[src/rtl/alu_exec_unit.sv]
// alu_exec_unit: executes one ALUControl operation per input handshake.
// Logic and arithmetic ops finish in one cycle. Shifts step one bit per cycle.
// The registered result and its zero flag are returned on an output handshake.
//
// Handshake semantics (both ports): a transfer happens on a rising clk edge
// where valid and ready are both 1. The producer holds valid and payload
// stable until that edge. ready may depend combinationally on the consumer's
// inputs: in_ready looks at out_ready so that DONE can hand off and accept in
// the same cycle. in_valid never feeds back into in_ready.
module alu_exec_unit #(
  parameter int WIDTH = 32
) (
  input  logic             clk,
  input  logic             rst_n,
  input  logic             in_valid,
  output logic             in_ready,
  input  logic [2:0]       alu_control,
  input  logic [WIDTH-1:0] src_a,
  input  logic [WIDTH-1:0] src_b,
  output logic             out_valid,
  input  logic             out_ready,
  output logic [WIDTH-1:0] result,
  output logic             zero,
  output logic [1:0]       state_o
);

  localparam int SHW = $clog2(WIDTH);
  localparam logic [SHW-1:0] CNT_ONE = 1;

  localparam logic [2:0] OP_ADD = 3'b000;
  localparam logic [2:0] OP_SLL = 3'b001;
  localparam logic [2:0] OP_SLT = 3'b010;
  localparam logic [2:0] OP_SUB = 3'b011;
  localparam logic [2:0] OP_XOR = 3'b100;
  localparam logic [2:0] OP_SRL = 3'b101;
  localparam logic [2:0] OP_OR  = 3'b110;
  localparam logic [2:0] OP_AND = 3'b111;

  typedef enum logic [1:0] {
    IDLE  = 2'd0,
    SHIFT = 2'd1,
    DONE  = 2'd2
  } state_e;

  state_e           state_q, state_d;
  logic [WIDTH-1:0] result_q, result_d;
  logic [SHW-1:0]   cnt_q, cnt_d;
  logic             dir_right_q, dir_right_d;

  logic             accept;
  logic             is_shift;
  logic [SHW-1:0]   shamt;
  logic [WIDTH-1:0] op_res;
  logic             slt_bit;

  // Handshake signals. in_ready is forced low while reset is asserted.
  always_comb begin
    in_ready  = rst_n & ((state_q == IDLE) | ((state_q == DONE) & out_ready));
    accept    = in_valid & in_ready;
    out_valid = (state_q == DONE);
    zero      = (result_q == '0);
    result    = result_q;
    state_o   = state_q;
  end

  // Single-cycle result for every op. A shift here is only taken when the amount is 0.
  always_comb begin
    shamt    = src_b[SHW-1:0];
    is_shift = (alu_control == OP_SLL) | (alu_control == OP_SRL);
    // True signed compare. The sign of (a-b) would be wrong when the subtraction overflows.
    slt_bit  = ($signed(src_a) < $signed(src_b));
    op_res   = '0;
    case (alu_control)
      OP_ADD:  op_res = src_a + src_b;
      OP_SLL:  op_res = src_a;
      OP_SLT:  op_res = {{(WIDTH-1){1'b0}}, slt_bit};
      OP_SUB:  op_res = src_a - src_b;
      OP_XOR:  op_res = src_a ^ src_b;
      OP_SRL:  op_res = src_a;
      OP_OR:   op_res = src_a | src_b;
      OP_AND:  op_res = src_a & src_b;
      default: op_res = '0;
    endcase
  end

  // Next state: capture at accept, step shifts one bit per cycle, release on out_ready.
  always_comb begin
    state_d     = state_q;
    result_d    = result_q;
    cnt_d       = cnt_q;
    dir_right_d = dir_right_q;
    case (state_q)
      IDLE, DONE: begin
        if (accept) begin
          if (is_shift && (shamt != '0)) begin
            result_d    = src_a;
            cnt_d       = shamt;
            dir_right_d = (alu_control == OP_SRL);
            state_d     = SHIFT;
          end else begin
            result_d = op_res;
            state_d  = DONE;
          end
        end else if ((state_q == DONE) && out_ready) begin
          state_d = IDLE;
        end
      end
      SHIFT: begin
        result_d = dir_right_q ? (result_q >> 1) : (result_q << 1);
        cnt_d    = cnt_q - CNT_ONE;
        if (cnt_q == CNT_ONE) begin
          state_d = DONE;
        end
      end
      default: begin
        state_d = IDLE;
      end
    endcase
  end

  // State and datapath registers. Reset drops any operation that is in flight.
  always_ff @(posedge clk or negedge rst_n) begin
    if (!rst_n) begin
      state_q     <= IDLE;
      result_q    <= '0;
      cnt_q       <= '0;
      dir_right_q <= 1'b0;
    end else begin
      state_q     <= state_d;
      result_q    <= result_d;
      cnt_q       <= cnt_d;
      dir_right_q <= dir_right_d;
    end
  end

endmodule

[config.mk]
export PLATFORM = sky130hd
export DESIGN_NAME = alu_exec_unit
export DESIGN_NICKNAME = d
export VERILOG_FILES = /design/src/rtl/alu_exec_unit.sv
export SDC_FILE = /design/constraint.sdc
export NUM_CORES = 1
export LEC_CHECK = 0
export CELL_PAD_IN_SITES_DETAIL_PLACEMENT = 0
export CELL_PAD_IN_SITES_GLOBAL_PLACEMENT = 1
export CORE_MARGIN = 5
export CORE_UTILIZATION = 41
export DETAILED_ROUTE_END_ITERATION = 10
export GPL_TIMING_DRIVEN = 0
export PLACE_DENSITY_LB_ADDON = 0.1
export SKIP_LAST_GASP = 1
export SLEW_MARGIN = 20
export SYNTH_ARGS = -nofsm -noshare
export SYNTH_HDL_FRONTEND = slang
export SYNTH_SLANG_ARGS = --single-unit
export TNS_END_PERCENT = 5
[constraint.sdc]
create_clock -name clk -period 3 [get_ports clk]
set_clock_uncertainty 0.15 [all_clocks]
set_input_delay 0.6 -clock clk [delete_from_list [all_inputs] [get_ports clk]]
set_output_delay 0.6 -clock clk [all_outputs]
set_load 0.03 [all_outputs]
### Word-level counts from Yosys, hierarchy flattened

Index checks and enable logic that the tools add are counted.

| cells by class | value |
|---|---|
| $add $sub $neg | 3 |
| multipliers | 0 |
| div/mod/pow operators | 0 |
| $lt $le $gt $ge | 1 |
| eq/ne operators | 14 |
| shift operators | 0 |
| mux-type cells | 13 |
| bitwise logic cells | 8 |
| reductions and logical operators | 13 |

Operators with widths:

| cell | number |
|---|---|
| 32-bit one-hot mux with 7 select lines | 1 |
| 32-bit two-way mux | 3 |
| 32-bit one-hot mux with 2 select lines | 1 |
| 32-bit adder | 1 |
| 32-bit bitwise AND | 1 |
| 32-bit zero test | 1 |
| 32-bit < comparator | 1 |
| 32-bit bitwise OR | 1 |
| 32-bit subtractor | 1 |
| 32-bit bitwise XOR | 1 |
| 3-bit == test, second input constant | 4 |
| 5-bit two-way mux | 2 |
| 5-bit one-hot mux with 2 select lines | 1 |
| 2-bit two-way mux | 4 |
| 3-bit by 2-bit == test with 1-bit output, second input constant | 2 |
| 2-bit != test, second input constant | 3 |
| 3-bit AND reduction | 2 |
| 5-bit by 1-bit == test with 1-bit output, second input constant | 1 |
| 5-bit nonzero test | 1 |
| 5-bit by 1-bit subtractor with 5-bit output, second input constant | 1 |
| 2-bit one-hot mux with 2 select lines | 1 |
| 2-bit AND reduction | 2 |
| 2-bit OR reduction | 2 |
| 1-bit bitwise AND | 3 |
| other kinds (9) | 11 |

| storage, ports and cells | value |
|---|---|
| bits in registers | 40 |
| bits in latches | 0 |
| bits in writable memories | 0 |
| bits in read-only memories | 0 |
| input port bits | 71 |
| output and inout port bits | 37 |
| memories kept | 0 |

### Longest topological paths before layout

| logic depth | value |
|---|---|
| depth in word-level cells | 7 |
| mapped depth | 14 |
| mapped depth without buffers | 14 |

### Worst setup path before layout

OpenSTA, ideal clock, no wires.

| timing path | value |
|---|---|
| path kind | input -> register |
| from | input port src_a[0] |
| to | register result_q[28], in the netlist result[28] |
| setup time | 0.131 ns |
| arrival time | 3.222 ns |
| slack | -0.504 ns |
| stages | 14 |
| buffers on the path | 0 |
| path through | inv_1 -> ha_1 -> inv_1 -> fa_1 -> nor2b_1 -> o311ai_1 -> a211oi_1 -> or3_1 -> o221a_2 -> o221ai_2 -> o31ai_1 -> nand3_1 -> a21oi_1 -> or3_1 |

| between the ends | value |
|---|---|
| longest elaborated chain between the ends | 5 |
| elaborated cells on any way between the ends | 6 |

RTL lines:

| item | RTL line | text |
|---|---|---|
| start: declaration | 18 | `input logic [WIDTH-1:0] src_a,` |
| 32-bit subtractor or 32-bit adder (tied branches) | 77, 74 |  |
| 32-bit one-hot mux with 7 select lines (*) | 73 | `case (alu_control)` |
| 32-bit two-way mux (*) | 95 | `if (is_shift && (shamt != '0)) begin` |
| 32-bit two-way mux (*) | 94 | `if (accept) begin` |
| 32-bit one-hot mux with 2 select lines (*) | 92 | `case (state_q)` |
| end signal: assignment | 130 | `result_q <= result_d;` |
| end: declaration | 46 | `logic [WIDTH-1:0] result_q, result_d;` |

Mark *: on every way between the ends. The rest lies on a longest branch, timed or not. The select of a mux whose other input is x is not followed.
A chain may end at the register's enable or synchronous reset.

### Final worst setup path

| timing path | value |
|---|---|
| from | input port src_b[6] |
| to | register result_q[17], in the netlist result[17] |

| between the ends | value |
|---|---|
| longest elaborated chain between the ends | 5 |
| elaborated cells on any way between the ends | 6 |

RTL lines:

| item | RTL line | text |
|---|---|---|
| start: declaration | 19 | `input logic [WIDTH-1:0] src_b,` |
| 32-bit subtractor or 32-bit adder (tied branches) | 77, 74 |  |
| 32-bit one-hot mux with 7 select lines (*) | 73 |  |
| 32-bit two-way mux (*) | 95 |  |
| 32-bit two-way mux (*) | 94 |  |
| 32-bit one-hot mux with 2 select lines (*) | 92 |  |

Marked as above.

==> impl_metrics.tcl <==
set metrics [dict create \
    critical_path.startpoint "src_b[6]" \
    critical_path.max_fanout 10 \
    outcome "finished, violations left" \
    grt_pass1_wl_um 52000 \
    port_buf_inserts 106 \
    dieArea_mm2 0.0214 \
    static-leakage-power_nw 4.44 \
    gr-total-overflow 0 \
    final-hold-violation-count 0 \
    dp_hpwl_um 26300 \
    cells_after_synth 1082 \
    final_core_density 0.575 \
    timing.reg2reg.worst_path_depth 8 \
    total_power_mw 5.69 \
    worst-slew-pin-transition_ns 0.952 \
    cts_htree_levels 2 \
    timing.critical_path.required_ns 2.99 \
    rsz0062_at_grt "yes" \
    worst_ep_arrival_time_ns 3.48 \
    pwr_density_cell_mw_per_mm2 545 \
    core.rowCount 49 \
    boundaryPins 108 \
    grt_start_max_net_pins 32 \
    failed_checks "negative setup slack" \
    start_util 0.419 \
    post_synth_instance_area_mm2 0.00761 \
    synthToLayoutAreaGrowth_pct 37.1 \
    wire_per_inst_um 23.7 \
    fin_nets 1416 \
    synth_warnings 0 \
    drt_iter0_drc 1018 \
    antenna_cells 0 \
    globalRouteTotalUtil 0.307 \
    post-synth-top-count-cell "a21oi_1" \
    worst_slew_margin_rel 0.361 \
    drt-total-wl_um 35000 \
    dieHeight_um 146 \
    via_count 9329 \
    timing.fmax_mhz 287 \
    setup-violations-final 38 \
    synth_nets 1253 \
    layout_setup_ws_ns -0.481 \
    r2r-start "state_o[1]" \
    antenna_found_initial 1 \
    synth_top_cells_by_area "ha_1 16%, dfrtp_1 13%, a21oi_1 7.7%" \
    die_w_um 146 \
    core_mm2 0.0181 \
    syn_area_per_cell_um2 7.03 \
    regToRegEndpoint "result[12]" \
    layout_min_cycle_time_ns 3.48 \
    synthDominantAreaCellType "ha_1" \
    yosysSeqAreaShare 0.132 \
    setup.worst_path.class "input port to flip-flop" \
    cts_inserted_buffers 5 \
    post-route-period-util 1.16 \
    insertion_delay_ns 0.29 \
    synth_enable_flop_cells 0 \
    vias_in_the_first_global_route 8701 \
    synthDistinctLibCells 77 \
    clk_path_buf_depth 2 \
    postSynthRegisterBits 40 \
    crit_path_end "result[17]" \
    drtPass1Iterations 7 \
    timing.max_cap.violations 0 \
    async_reset_ff_frac 1.00 \
    ir_drop_mv 0.334 \
    final_max_slew_viol_count 0 \
    synth.cells.most_frequent "117 x a21oi_1, 105 x nor2_1, 98 x ha_1, 93 x inv_1, 79 x o21ai_0" \
    clock_tree_root_buffer_cell "clkbuf_16" \
    worstSetupStartpointType "input port" \
    post-route-drc-count 0 \
    place_congestion 1.01 \
    cts_hold_repair.buffers 0 \
    antenna_violating_nets_post_route 0 \
    endpoint_kind "flip-flop" \
    area_share_of_the_leading_cell_type_in_the_synthesized_netlist 0.161 \
    reg2reg_slack_ns 0.01 \
    tritoncts_num_sinks 40 \
    drive_above_1_share 0.197 \
    detail_route.vias_per_cell 6.32 \
    synth_flop_cell "dfrtp_1" \
    tritoncts "built" \
    clock_edge_transition_at_the_registers_on_the_reported_setup_and_hold_paths_ns 0.06 \
    holdCritPathClass "input port to asynchronous set/reset pin" \
]
[what timing repair did]
item / 4_1_cts / 5_1_grt
pin swaps: 53 / 48
gates resized for setup: 206 / 108
buffers inserted: 39 / 19
endpoints found under the setup margin: 40 / 41
[cell type report]
| class | count | area [um^2] |
|---|---|---|
| plain buffers | 63 | 304 |
| clock buffers | 8 | 146 |
| fillers | 1767 | 7710 |
| inverters | 101 | 420 |
| multi-input cells | 869 | 6780 |
| flip-flops and latches | 40 | 1000 |
| well taps | 229 | 287 |
| repair buffers | 165 | 1490 |
[worst max-delay path, cell delays in order]
cell             delay [ns]
clkdlybuf4s15_1        0.20
inv_2                  0.06
ha_1                   0.30
buf_6                  0.15
nand2b_1               0.09
o311a_4                0.23
and4_4                 0.24
nand3_4                0.10
buf_4                  0.17
nand2_1                0.07
nor2_2                 0.05
a221o_1                0.33
a222oi_1               0.70
o221ai_1               0.18
[registers in the layout, indices dropped and copies added (netlist names)]
signal,flops
cnt_q,5
result,32
dir_right_q,1
state_o,2
[power by group]
part / total (mW) / internal [mW] / leakage (nW) / switching, mW
Sequential: 1.20 / 0.812 / 0.477 / 0.388
Clock: 0.545 / 0.332 / 0.0712 / 0.213
Combinational: 3.94 / 1.60 / 3.90 / 2.34
Total: 5.69 / 2.75 / 4.44 / 2.94
[worst min path at each step]
stage | end | slack, ns | cells after the start
after global placement | cnt_q[4] | 0.37 | 2
after CTS | cnt_q[2] | 0.04 | 1
after floorplan | cnt_q[0] | 0.15 | 0
final | cnt_q[2] | 0.03 | 1
after detailed placement | cnt_q[1] | 0.34 | 1
after global routing | result[5] | 0.05 | 1
[placed cells by master (no fill, tap or decap), types with 11 or more instances in the layout]
| master | Yosys | routed |
|---|---|---|
| a21o_1 | 19 | 19 |
| a21oi_1 | 117 | 98 |
| a21oi_2 | 0 | 16 |
| a221o_1 | 13 | 13 |
| a221oi_1 | 13 | 11 |
| a31oi_1 | 24 | 19 |
| buf_2 | 3 | 13 |
| buf_4 | 1 | 56 |
| clkbuf_1 | 62 | 36 |
| clkbuf_2 | 0 | 16 |
| clkdlybuf4s50_1 | 0 | 66 |
| dfrtp_1 | 40 | 40 |
| dlygate4sd2_1 | 0 | 11 |
| dlymetal6s2s_1 | 0 | 11 |
| ha_1 | 98 | 77 |
| ha_4 | 0 | 20 |
| inv_1 | 93 | 72 |
| inv_2 | 6 | 19 |
| mux2i_1 | 31 | 31 |
| nand2_1 | 73 | 73 |
| nand3_1 | 19 | 17 |
| nor2_1 | 105 | 95 |
| nor2b_1 | 14 | 13 |
| nor3_1 | 19 | 14 |
| nor4_1 | 11 | 11 |
| o211ai_1 | 24 | 24 |
| o21ai_0 | 79 | 75 |
| o221ai_1 | 11 | 11 |
| o22ai_1 | 15 | 15 |
| xnor2_1 | 19 | 19 |
[metrics by stage]
| step | instance area, um^2 | setup TNS (ns) | setup WS, ns | hold WS (ns) | cells |
|---|---|---|---|---|---|
| after global routing | 10400 | -15.65 | -0.537 | 0.0535 | 1475 |
| after global placement | 8970 | -65.00 | -2.03 | 0.373 | 1417 |
| final | 10400 | -12.85 | -0.481 | 0.0266 | 1475 |
| after floorplan | 7630 | -3.13 | -0.425 | 0.154 | 1082 |
| after detailed placement | 8990 | -49.17 | -1.98 | 0.343 | 1418 |
| after CTS | 10000 | -15.49 | -0.550 | 0.0394 | 1458 |
[kinds of logic (layout without fill, tap and decap cells)]
kind of cell,after synthesis,after routing,synth area share
and+or+nand+nor,295,295,0.182
AOI/OAI and AO/OA,420,420,0.365
buffers and inverters,173,337,0.0863
adders and majority gates,100,100,0.166
muxes,34,34,0.0452
DFF,40,40,0.132
xor gates and xnor gates,20,20,0.0230
[metal layers]
| layer | share of wire | global-route usage |
|---|---|---|
| met1 | 0.45 | 0.440 |
| met2 | 0.44 | 0.477 |
| met3 | 0.088 | 0.0452 |
| met4 | 0.030 | 0.0898 |
| met5 | 0.00037 | 0 |
Power figures use the tool's default switching activity.
